## config.mk

```make
export PLATFORM = sky130hd
export DESIGN_NAME = seq_detect_multi
export DESIGN_NICKNAME = d
export VERILOG_FILES = /design/src/rtl/seq_detect_multi.sv
export SDC_FILE = /design/constraint.sdc
export NUM_CORES = 1
export LEC_CHECK = 0
export CAP_MARGIN = 20
export CORE_MARGIN = 8
export CORE_UTILIZATION = 50
export DETAILED_ROUTE_END_ITERATION = 10
export PLACE_DENSITY = 0.81
export SYNTH_ARGS = -nofsm -noshare
export SYNTH_HDL_FRONTEND = slang
export SYNTH_SLANG_ARGS = --single-unit
```

## constraint.sdc

```tcl
create_clock -name clk -period 1.4 [get_ports clk]
set_clock_uncertainty 0.15 [all_clocks]
set_input_delay 0.28 -clock clk [delete_from_list [all_inputs] [get_ports clk]]
set_output_delay 0.28 -clock clk [all_outputs]
set_load 0.005 [all_outputs]
```

## src/rtl/seq_detect_multi.sv

```systemverilog
// ---------------------------------------------------------------------------
// seq_detect_multi
//
// Multi-channel serial pattern detector. Each of N_CH channels shifts its
// serial input into a private PAT_LEN-bit history. A registered one-cycle
// pulse on hit[i] is raised when the newest PAT_LEN bits equal the shared
// pattern register. The pattern and the overlap mode are loaded at run time
// through cfg_load.
//
// Optional feature macro: HIT_COUNT_EN
//   defined   : per-channel saturating hit counters, exported on hit_cnt
//   undefined : no counters and no hit_cnt port; hit[] behaves identically
//
// Ports
//   clk          in   1            system clock, rising edge
//   rst          in   1            asynchronous, active-low reset
//   en           in   1            sample enable; x[] sampled only when en=1
//   x            in   N_CH         serial data, one bit per channel
//   cfg_load     in   1            load pattern/overlap, clear channel state
//   cfg_pattern  in   PAT_LEN      new pattern, bit [PAT_LEN-1] received first
//   cfg_overlap  in   1            1 = overlapping matches, 0 = non-overlapping
//   hit          out  N_CH         registered one-cycle match pulse
//   dbg_armed    out  N_CH         channel FSM state (1 = ARMED, 0 = FILL)
//   hit_cnt      out  N_CH*CNT_W   per-channel hit count (HIT_COUNT_EN only)
//
// Handshake: there is no flow control. A bit is consumed on every rising
// edge where en=1 and cfg_load=0; cfg_load=1 takes priority and the x[] of
// that cycle is discarded.
// ---------------------------------------------------------------------------
module seq_detect_multi #(
  parameter int                  N_CH      = 4,
  parameter int                  PAT_LEN   = 4,
  parameter logic [PAT_LEN-1:0]  PAT_RESET = 4'b1011,
  parameter int                  CNT_W     = 8
) (
  input  logic                 clk,
  input  logic                 rst,
  input  logic                 en,
  input  logic [N_CH-1:0]      x,
  input  logic                 cfg_load,
  input  logic [PAT_LEN-1:0]   cfg_pattern,
  input  logic                 cfg_overlap,
  output logic [N_CH-1:0]      hit,
  output logic [N_CH-1:0]      dbg_armed
`ifdef HIT_COUNT_EN
  ,
  output logic [N_CH*CNT_W-1:0] hit_cnt
`endif
);

  localparam int FCNT_W = $clog2(PAT_LEN + 1);
  localparam logic [FCNT_W-1:0] FCNT_MAX = FCNT_W'(PAT_LEN);

  typedef enum logic {
    S_FILL  = 1'b0,
    S_ARMED = 1'b1
  } ch_state_e;

  // Elaboration-time guard on the supported parameter ranges.
  if (N_CH < 1 || N_CH > 16 || PAT_LEN < 2 || PAT_LEN > 16 || CNT_W < 1) begin : g_bad_param
    $error("seq_detect_multi: parameter out of range");
  end

  // Shared configuration
  logic [PAT_LEN-1:0] pattern_q, pattern_d;
  logic               overlap_q, overlap_d;

  // Per-channel state
  logic [PAT_LEN-1:0] hist_q   [N_CH];
  logic [PAT_LEN-1:0] hist_d   [N_CH];
  logic [PAT_LEN-1:0] hist_nxt [N_CH];
  logic [FCNT_W-1:0]  fcnt_q   [N_CH];
  logic [FCNT_W-1:0]  fcnt_d   [N_CH];
  ch_state_e          state_q  [N_CH];
  ch_state_e          state_d  [N_CH];
  logic [N_CH-1:0]    hit_q, hit_d;
  logic [N_CH-1:0]    match;

  // -------------------------------------------------------------------------
  // Next-state logic
  // -------------------------------------------------------------------------
  always_comb begin
    pattern_d = pattern_q;
    overlap_d = overlap_q;
    match     = '0;
    hit_d     = '0;

    if (cfg_load) begin
      pattern_d = cfg_pattern;
      overlap_d = cfg_overlap;
    end

    for (int i = 0; i < N_CH; i++) begin
      hist_nxt[i] = {hist_q[i][PAT_LEN-2:0], x[i]};
      hist_d[i]   = hist_q[i];
      fcnt_d[i]   = fcnt_q[i];

      if (cfg_load) begin
        hist_d[i] = '0;
        fcnt_d[i] = '0;
      end else if (en) begin
        hist_d[i] = hist_nxt[i];
        // A match needs a full window: either already armed, or this bit
        // is the one that completes the window.
        match[i] = (hist_nxt[i] == pattern_q) &&
                   ((state_q[i] == S_ARMED) || (fcnt_q[i] == FCNT_MAX - 1'b1));
        if (match[i] && !overlap_q) begin
          // Non-overlapping: the matched bits cannot seed the next match.
          fcnt_d[i] = '0;
        end else if (state_q[i] == S_FILL) begin
          fcnt_d[i] = fcnt_q[i] + 1'b1;
        end
      end

      state_d[i] = (fcnt_d[i] == FCNT_MAX) ? S_ARMED : S_FILL;
    end

    hit_d = match;
  end

  // -------------------------------------------------------------------------
  // State registers
  // -------------------------------------------------------------------------
  always_ff @(posedge clk or negedge rst) begin
    if (!rst) begin
      pattern_q <= PAT_RESET;
      overlap_q <= 1'b1;
      hit_q     <= '0;
      for (int i = 0; i < N_CH; i++) begin
        hist_q[i]  <= '0;
        fcnt_q[i]  <= '0;
        state_q[i] <= S_FILL;
      end
    end else begin
      pattern_q <= pattern_d;
      overlap_q <= overlap_d;
      hit_q     <= hit_d;
      for (int i = 0; i < N_CH; i++) begin
        hist_q[i]  <= hist_d[i];
        fcnt_q[i]  <= fcnt_d[i];
        state_q[i] <= state_d[i];
      end
    end
  end

  assign hit = hit_q;

  always_comb begin
    dbg_armed = '0;
    for (int i = 0; i < N_CH; i++) begin
      dbg_armed[i] = (state_q[i] == S_ARMED);
    end
  end

`ifdef HIT_COUNT_EN
  // -------------------------------------------------------------------------
  // Saturating hit counters. They advance on the same edge that raises hit,
  // so hit_cnt already includes a pulse while that pulse is visible.
  // cfg_load leaves them untouched; only rst clears them.
  // -------------------------------------------------------------------------
  logic [CNT_W-1:0] cnt_q [N_CH];
  logic [CNT_W-1:0] cnt_d [N_CH];

  always_comb begin
    for (int i = 0; i < N_CH; i++) begin
      cnt_d[i] = cnt_q[i];
      if (hit_d[i] && (cnt_q[i] != {CNT_W{1'b1}})) begin
        cnt_d[i] = cnt_q[i] + 1'b1;
      end
    end
  end

  always_ff @(posedge clk or negedge rst) begin
    if (!rst) begin
      for (int i = 0; i < N_CH; i++) begin
        cnt_q[i] <= '0;
      end
    end else begin
      for (int i = 0; i < N_CH; i++) begin
        cnt_q[i] <= cnt_d[i];
      end
    end
  end

  always_comb begin
    hit_cnt = '0;
    for (int i = 0; i < N_CH; i++) begin
      hit_cnt[i*CNT_W +: CNT_W] = cnt_q[i];
    end
  end
`endif

endmodule

```

=== Yosys cells after proc, flatten, opt, wreduce, memory -nomap -nowiden ===
Index checks and enable logic that the tools add are counted.
Widths: inputs -> output; s select.

* Register bits: 37
* Input bits: 13
* Output and inout port bits: 8
* Word-level logic and storage cells: 81

* $add $sub $neg: 4
* Equality and inequality tests: 12
* Mux-type cells: 36
* Reductions and logical operators: 14

{| class="wikitable"
|+ Operators with widths
! kind !! number
|-
| $mux 3 || 24
|-
| $eq 4x4->1 || 4
|-
| $add 3x1->3 const B || 4
|-
| $eq 3x2->1 const B || 4
|-
| $eq 3x3->1 const B || 4
|-
| $mux 1 || 12
|-
| $logic_and 1x1->1 || 8
|-
| $logic_or 1x1->1 || 4
|-
| $reduce_bool 2->1 || 1
|-
| $logic_not 1->1 || 1
|}

=== Logic depth before layout (Yosys ltp) ===
Gate-level depths: netlist of the first run.

* Depth in word-level cells: 9
* Depth in mapped cells: 6
* Depth with buffers taken out: 6

=== Worst setup path after synthesis of the first run ===
No wires, ideal clock.

* Path type: register to register
* Start point: register fcnt_q[6] in the netlist's numbering
* End point: register state_q, in the netlist dbg_armed[1]
* Library setup time: 101 ps
* Arrival: 1309 ps
* Data required time: 1149 ps
* Setup slack: -160 ps
* Cell stages (with the launch flop): 7
* Path buffers: 0
* Clock period less this slack: 1560 ps
* Cell sequence: dfrtp_1 > ha_1 > ha_1 > nor2_1 > nor4_2 > and3_4 > nor4_1

{| class="wikitable"
|+ RTL lines
! item !! RTL line !! text
|-
| from (decl) || 72 || <nowiki>logic [FCNT_W-1:0] fcnt_q [N_CH];</nowiki>
|-
| from (signal, indexed assignment) || 140 || <nowiki>fcnt_q[i] <= fcnt_d[i];</nowiki>
|-
| to (signal, indexed assignment) || 141 || <nowiki>state_q[i] <= state_d[i];</nowiki>
|-
| to (decl) || 74 || <nowiki>ch_state_e state_q [N_CH];</nowiki>
|}

==> results of run 1 <==
[worst reg2reg max path: stages, from the launching register on]
cell and delay (ns):
dfstp_2 0.61, xor2_1 0.10, nor4_2 0.32, and3_4 0.27
nor3_2 0.05
[path summary, 6_finish.rpt]
check                                          end  slack [ns]  depth (start not counted)
max                            fcnt_q[8]$_DFF_PN0_       -0.22                          4
min                         dbg_armed[2]$_DFF_PN0_        0.21                          2
max reg2reg                    fcnt_q[8]$_DFF_PN0_       -0.22                          4
min reg2reg                hist_nxt[7]$_DFFE_PN0P_        0.42                          2
max in group asynchronous    overlap_q$_DFFE_PN1P_        0.65                          2
min in group clk           hist_nxt[7]$_DFFE_PN0P_        0.42                          2
[cell type report]
cell class / instances / area (sq um)
Inverter: 4 / 15.0
Tap cell: 48 / 60.1
Fill cell: 266 / 1060
Clock buffer: 8 / 90.1
Timing Repair Buffer: 54 / 462
Multi-Input combinational cell: 123 / 1070
Sequential cell: 37 / 931
[cells in the final DEF, fill, tap and decap left out]
| cell type | n |
|---|---|
| dfrtp_1 | 33 |
| buf_4 | 33 |
| nor2_1 | 24 |
| mux2i_1 | 16 |
| xor2_1 | 13 |
| clkdlybuf4s50_1 | 11 |
| nor3_2 | 9 |
| a21oi_1 | 8 |
| nor4_2 | 6 |
| clkbuf_8 | 6 |
| nand2b_1 | 5 |
| mux2_2 | 5 |
| dlygate4sd2_1 | 5 |
| inv_1 | 4 |
| xnor2_1 | 4 |
| and3_4 | 4 |
| nor3_1 | 4 |
| ha_1 | 4 |
| clkdlybuf4s15_1 | 4 |
| dfstp_2 | 4 |
| xor2_2 | 3 |
| nand2_1 | 3 |
| ha_4 | 3 |
| nor2_2 | 2 |
| nor3b_1 | 2 |
| clkbuf_1 | 2 |
| nor2b_1 | 1 |
| nor2_4 | 1 |
| nor4_4 | 1 |
| nor3_4 | 1 |
| nor4b_1 | 1 |
| nor3b_2 | 1 |
| nand2_2 | 1 |
| ha_2 | 1 |
| buf_12 | 1 |
[report_power, final]
group | switching, uW | internal [uW]
sequential | 55.0 | 1130
combinational | 242 | 249
clock | 364 | 401
[synth_stat cells (5+ instances only)]
cell type,n
ha_1,8
nor2_1,27
dfrtp_1,33
nand2b_1,5
xor2_1,16
nor3_1,14
mux2_2,5
a21oi_1,8
mux2i_1,16
nor4_2,6
[cell families after synthesis]
| family | count (synthesis) | synth area share (%) |
|---|---|---|
| buffers and inverters | 18 | 4.92 |
| and+or+nand+nor | 66 | 19.5 |
| xor gates and xnor gates | 20 | 9.06 |
| AOI/OAI and AO/OA | 8 | 2.07 |
| DFF | 37 | 48.1 |
| muxes | 21 | 11.2 |
| adders and majority gates | 8 | 5.17 |
[through the flow]
stage | power, uW | std cells
global route | 2550 | 274
CTS | 2430 | 273
finish | 2440 | 274
global placement | 1600 | 262
floorplan | 1450 | 178
detailed placement | 1640 | 262
[metal layers]
layer  up-vias  GRT usage, %
li1        687             -
met1       682          14.8
met2        26          26.8
met3        11          5.81
met4         0          6.85
met5         -             0
[flip-flops by register name, indices dropped and copies added, names as in the netlist]
register,flops
dbg_armed,4
fcnt_q,12
hist_nxt,12
hit,4
overlap_q,1
pattern_q,4
[timing repair]
action	in CTS	in global routing
cloned	0	0
gates resized for setup	25	12
endpoints found under the setup margin	39	23
setup buffers	3	1
pin swaps	5	12
==> impl_metrics.ini, run 1 <==
[critical_path]
critPathTopFamily = simple AND/OR/NAND/NOR gates
start_kind = register
cp_cell_sequence = xor2_1, nor4_2, and3_4, nor3_2
cp_data_required_time_ns = 1.43
r2r-start = pattern_q[0]$_DFFE_PN1P_
crit_buf_inv = 0
worst_setup_path_end_kind = register
cp_max_fo = 5
crit_slowest_cell = dfstp_2
critical_path_class = register to register
critPathArrivalTime_ns = 1.65
critPathMaxStageDelay_ns = 0.61
critical_path.startpoint = pattern_q[0]$_DFFE_PN1P_

[placed_design]
pre_cts_slack_ns = -0.549
dpl_cell_area_sq_um = 2370
dpl.hpwl_um = 3220
io_buffers = 20
routabilityCongestion = 0.794

[synthesis]
synth_edf_count = 0
synthFlopType = dfrtp_1
synthesis.area_sq_um = 1930
synth_cell_types = 25
yosys.area.top_type = dfrtp_1
synth_area_leaders = dfrtp_1 (43%), mux2i_1 (8.3%), xor2_1 (7.2%)
ys_seq_area_share_pct = 48.1
netlist.area_leader.share_pct = 42.7
async_reset_ff_share_pct = 100
synth_cells = 178
yosysWarnings = 0
ys_ff_latch = 37
syn-num-nets = 199
post_synth.cell_area_avg_sq_um = 10.9

[cells_and_area]
finish.utilization_pct = 71.2
design_area_sq_um = 2630
antennaDiodeCount = 0
finalNetCount = 246
layout-drive-gt1-share_pct = 36.3
syn_to_final_growth_pct = 35.7

[sta]
final.min_clock_period_ns = 1.62
setup_viol = 19
finalMaxSlewViolations = 0
tns_ns = -3.34
fin_crit_sh_pct = 116
maxSlewHeadroom_pct = 77.4
setup_ws_ns = -0.219
clock.fmax_mhz = 618
hold_violations = 0
rsz0062_at_grt = true
worst_slew_pin_slew_ns = 0.338
hold-worst-slack_ns = 0.210

[grt]
first_global_vias = 1531
grt_first_pass_wirelength_um = 7090
antenna_found_initial = 0
grt.overflow.total = 0
grt_max_degree = 38
grt.total_usage_pct = 14.9

[clock_network]
cts_tree = done
cts-buffers-inserted = 5
cts_sinks = 37
clockBufferDepth = 2
clkLatencyLatePin_ns = 0.29
clock-root-buffer = clkbuf_8
htree_levels = 2
cts-hold-fix-buffers = 0
clkTransAtPathRegs_ns = 0.07

[routing]
wl_met3_um = 226
first_pass_iters = 4
wl_met1_um = 1740
routed.top_layer = met4
vias_per_cell = 5.13
via_count = 1406
ant_nets = 0
wl_per_cell_um = 16.3
drc_errors = 0
drt_iter0_drc = 62
wl_um = 4460
wl_met2_um = 2410

[floorplanning]
die_x_um = 78.2
die_h_um = 78.2
initial_core_util_pct = 52.4
coreArea_sq_um = 3690
io_pins = 21
die-area_sq_um = 6120
rows = 22

[hold_path]
hp-class = input pin to async pin

[run_status]
violations = setup timing
status = finished with violations

[pwr]
ir_drop_v = 0.000845
p_per_area_nw_per_um2 = 931
p_leak_uw = 0.00120

[job]
maxCapViolCount = 0
Power figures use the tool's default switching activity.
==> run 2: changes to the inputs <==
- CORE_UTILIZATION: 50 -> 55
- PLACE_DENSITY: 0.81 -> 0.84
- TNS_END_PERCENT: default -> 10
- clock period: 1.4 -> 1.9 ns (I/O delays scaled with it)
==> run 2 against run 1 <==
Against the previous run:
- the flow now finishes without violations
- first-iteration DRC count is 6.5% lower
- worst hold slack improved by 0.087 ns
- cell count down 11%
- utilization fell by 5.2 points
- setup slack improved by 0.34 ns
- highest routed layer unchanged
- clock power fell by 50%
- global-route usage fell by 1.4 points
- critical path depth shrank 3
==> impl_metrics.ini, run 2 (same netlist as run 1, synthesis figures left out) <==
[run_status]
status = complete, no violations

[cells_and_area]
fillerInstances = 288
final_cell_mix = dfrtp_1 (33), nor2_1 (27), clkdlybuf4s50_1 (20)
layout_commonest_cell = dfrtp_1
fin_cells = 244
layout-drive-gt1-share_pct = 14.6
antennaDiodeCount = 0
finalNetCount = 218
design_area_sq_um = 2220
syn_to_final_growth_pct = 14.7

[pwr]
p_sw_uw = 411
swShare_pct = 27.2
p_leak_uw = 0.00100
p_int_uw = 1100
pwr-share-clk_pct = 25.4
p_comb_share_pct = 16.3
p_per_area_nw_per_um2 = 682
pwr-share-seq_pct = 58.3
ir_drop_v = 0.000340

[routing]
via_count = 1294
wl_per_cell_um = 14.4
wl_um = 3520
ant_nets = 0
vias_per_cell = 5.30
drt_iter0_drc = 58
first_pass_iters = 4
drc_errors = 0

[grt]
grt.total_usage_pct = 13.6
antenna_found_initial = 0
grt.overflow.total = 0
grt_first_pass_wirelength_um = 5850
grt_max_degree = 38
first_global_vias = 1359

[clock_network]
cts_tree = done
cts-hold-fix-buffers = 0
clockBufferDepth = 2
cts_resized = 0
cts_sinks = 37
clkTransAtPathRegs_ns = 0.10
clkLatencyLatePin_ns = 0.34
cts-buffers-inserted = 5
cts_setup_buffers = 0
htree_levels = 2
clock-root-buffer = clkbuf_4

[critical_path]
critical_path_class = register to primary output
worst_setup_path_end_kind = primary output
cp_data_required_time_ns = 1.37
critPathMaxStageDelay_ns = 0.52
critical_path.startpoint = dbg_armed[0]$_DFF_PN0_
crit_slowest_cell = clkdlybuf4s50_1
cp_max_fo = 3
crit_cells = 1
cp_cell_sequence = clkdlybuf4s50_1
critPathTopFamily = buffers and inverters
critPathArrivalTime_ns = 1.25
reg2reg_to = dbg_armed[1]$_DFF_PN0_
rrSetupSlack_ns = 0.14
crit_buf_inv = 1
start_kind = register
reg2reg_depth = 6
crit_path_end = dbg_armed[0]
r2r-start = fcnt_q[6]$_DFF_PN0_

[placed_design]
dpl.hpwl_um = 2760
io_buffers = 20
dpl_cell_area_sq_um = 2170
dpl.cell_count = 236
routabilityCongestion = 0.776

[sta]
finalMaxSlewViolations = 0
rsz0062_at_grt = false
clock.fmax_mhz = 563
fin_crit_sh_pct = 93.4
hold_violations = 0
maxSlewHeadroom_pct = 69.3
final.min_clock_period_ns = 1.78
worst_slew_pin_slew_ns = 0.460
setup_viol = 0

[floorplanning]
coreArea_sq_um = 3360
rows = 21
initial_core_util_pct = 57.5
die_h_um = 75.3
die_x_um = 75.3
die-area_sq_um = 5670
io_pins = 21

[hold_path]
hp-class = input pin to async pin

[job]
maxCapViolCount = 0
-- run 2: stage by stage --
stage | util [%] | total power (uW) | setup TNS, ns | hold WS, ns | worst slack (ns)
after floorplan | - | 1070 | 0 | -0.0656 | 0.340
after global placement | 64.5 | 1130 | 0 | 0.373 | 0.0287
after detailed placement | 64.5 | 1150 | -0.0246 | 0.383 | -0.0160
after CTS | 66.0 | 1520 | 0 | 0.309 | 0.109
after global routing | 66.0 | 1580 | 0 | 0.316 | 0.0701
final | 66.0 | 1510 | 0 | 0.297 | 0.125
-- run 2: final cells by class --
class	count	area (sq um)	share of cell area, %
clock buffers	8	48.8	2.20
inverters	4	15.0	0.677
multi-input cells	123	908	40.9
flip-flops and latches	37	931	42.0
well taps	46	57.6	2.59
repair buffers	26	258	11.6
-- run 2: worst min-delay path by stage --
stage | endpoint | slack (ns) | cells after the start
after floorplan | dbg_armed[0]$_DFF_PN0_ | -0.07 | 0
after global placement | hist_nxt[7]$_DFFE_PN0P_ | 0.37 | 2
after detailed placement | hist_nxt[11]$_DFFE_PN0P_ | 0.38 | 2
after CTS | hist_nxt[9]$_DFFE_PN0P_ | 0.31 | 2
after global routing | fcnt_q[6]$_DFF_PN0_ | 0.32 | 2
final | fcnt_q[6]$_DFF_PN0_ | 0.30 | 2
-- run 2: layer usage --
metal	vias up	track usage, %	share of wire, %
met4	0	5.76	1.6
li1	642	-	-
met5	-	0	0
met1	620	15.0	44
met2	25	23.9	50
met3	7	3.55	4.4
-- run 2: power by group through the flow --
stage          sequential [uW]  combinational (uW)  clock (uW)
2_1_floorplan              872                 193           0
3_3_place_gp               894                 233           0
3_5_place_dp               897                 249           0
4_1_cts                    882                 250         392
5_1_grt                    888                 273         423
6_report                   882                 247         385
==> run 3: changes to the inputs <==
- CORE_MARGIN: 8 -> 1.5
==> run 3 against run 2 <==
Against the previous run:
- die area decreased by 32%
- count of clock-buffer cells in the layout is 2 lower
- global-route usage up 6.2 points
- utilization is essentially flat
- fmax shrank 0.41%
- clock power is 17% higher
- critical path depth is the same
- via count is 0.23% higher
- highest routed layer unchanged
==> impl_metrics.ini, run 3 (same netlist as run 1, synthesis figures left out) <==
[routing]
vias_per_cell = 5.36
wl_um = 3480
wl_per_cell_um = 14.4
first_pass_iters = 4
drt_iter0_drc = 34
ant_nets = 0
via_count = 1297
drc_errors = 0

[sta]
worst_slew_pin_slew_ns = 0.455
tns_ns = 0
fin_crit_sh_pct = 93.8
hold-worst-slack_ns = 0.283
final.min_clock_period_ns = 1.78
rsz0062_at_grt = false
finalMaxSlewViolations = 0
maxSlewHeadroom_pct = 69.7
hold_violations = 0
setup_viol = 0
clock.fmax_mhz = 561

[clock_network]
cts_tree = done
clkLatencyLatePin_ns = 0.35
clkTransAtPathRegs_ns = 0.11
cts_resized = 0
clockBufferDepth = 2
htree_levels = 2
cts_setup_buffers = 0
cts-hold-fix-buffers = 0
cts_sinks = 37
cts-buffers-inserted = 5
clock-root-buffer = clkbuf_4

[placed_design]
dpl_cell_area_sq_um = 2150
routabilityCongestion = 0.744
io_buffers = 20
dpl.hpwl_um = 2580

[cells_and_area]
layout-drive-gt1-share_pct = 15.3
syn_to_final_growth_pct = 14.7
final_cell_mix = dfrtp_1 (33), nor2_1 (27), clkdlybuf4s50_1 (20)
finalNetCount = 216
design_area_sq_um = 2220
layout_commonest_cell = dfrtp_1
antennaDiodeCount = 0
finish.utilization_pct = 66.0

[pwr]
p_comb_share_pct = 15.5
ir_drop_v = 0.000456
p_sw_uw = 443
swShare_pct = 28.1
p_int_uw = 1130
pwr-share-seq_pct = 56.0
p_per_area_nw_per_um2 = 710
p_leak_uw = 0.00100
pwr-share-clk_pct = 28.6

[critical_path]
start_kind = register
critical_path_class = register to primary output
crit_slowest_cell = clkdlybuf4s50_1
cp_data_required_time_ns = 1.37
crit_buf_inv = 1
critPathArrivalTime_ns = 1.25
critPathMaxStageDelay_ns = 0.52
critPathTopFamily = buffers and inverters
cp_cell_sequence = clkdlybuf4s50_1
cp_max_fo = 3
worst_setup_path_end_kind = primary output

[grt]
grt_use_met2_pct = 35.6
grt.overflow.total = 0
antenna_found_initial = 0
grt_use_met1_pct = 22.9
grt.total_usage_pct = 19.8
first_global_vias = 1349
grt_busiest_layer = met2
grt_first_pass_wirelength_um = 6000
met3_usage_pct = 5.62
grt_max_degree = 38

[floorplanning]
die-area_sq_um = 3880
rows = 21
io_pins = 21
coreArea_sq_um = 3360
die_x_um = 62.3
die_h_um = 62.3
initial_core_util_pct = 57.5

[hold_path]
hp-class = input pin to async pin

[job]
maxCapViolCount = 0

[run_status]
status = complete, no violations
-- run 3: cell types whose count changed in the layout (fill, tap and decap cells not counted) --
cell	before	now
clkbuf_1	3	0
buf_4	5	3
clkbuf_8	0	1
clkinv_2	0	1
clkinv_4	0	1
-- run 3: final cells by class --
type                       count  area [sq um]
tap                           46          57.6
multi-input combinational    123           908
inverter                       4          15.0
clock inverter                 2          13.8
sequential                    37           931
clock buffer                   6          51.3
timing repair buffer          24           243
fill                         274          1140
-- run 3: power groups by stage --
| stage | combinational [uW] | sequential, uW | clock, uW |
|---|---|---|---|
| 2_1_floorplan | 193 | 872 | 0 |
| 3_3_place_gp | 229 | 893 | 0 |
| 3_5_place_dp | 245 | 898 | 0 |
| 4_1_cts | 247 | 883 | 459 |
| 5_1_grt | 268 | 889 | 504 |
| 6_report | 244 | 882 | 450 |
-- run 3: per-layer routing --
layer | vias up | routed length (um)
met3 | 7 | 113
met4 | 0 | 43
met2 | 23 | 1780
met5 | - | 0
met1 | 632 | 1540
li1 | 635 | -
-- run 3: final timing paths --
| path | from | end | slack, ns | cells after the start |
|---|---|---|---|---|
| max reg2reg | fcnt_q[0]$_DFF_PN0_ | dbg_armed[3]$_DFF_PN0_ | 0.14 | 6 |
| min in group clk | hist_nxt[7]$_DFFE_PN0P_ | hist_nxt[7]$_DFFE_PN0P_ | 0.42 | 2 |
| max in group asynchronous | rst | overlap_q$_DFFE_PN1P_ | 0.96 | 2 |
| min reg2reg | hist_nxt[7]$_DFFE_PN0P_ | hist_nxt[7]$_DFFE_PN0P_ | 0.42 | 2 |
| min | rst | hist_nxt[9]$_DFFE_PN0P_ | 0.28 | 2 |
| max | dbg_armed[0]$_DFF_PN0_ | dbg_armed[0] | 0.12 | 1 |
-- run 3: stage by stage --
step                      instances  setup WS (ns)  total power, uW
final                           242          0.117             1580
after global routing            242        0.00255             1660
after CTS                       242          0.106             1590
after detailed placement        234        -0.0972             1140
after global placement          234        -0.0248             1120
after floorplan                 178          0.340             1070
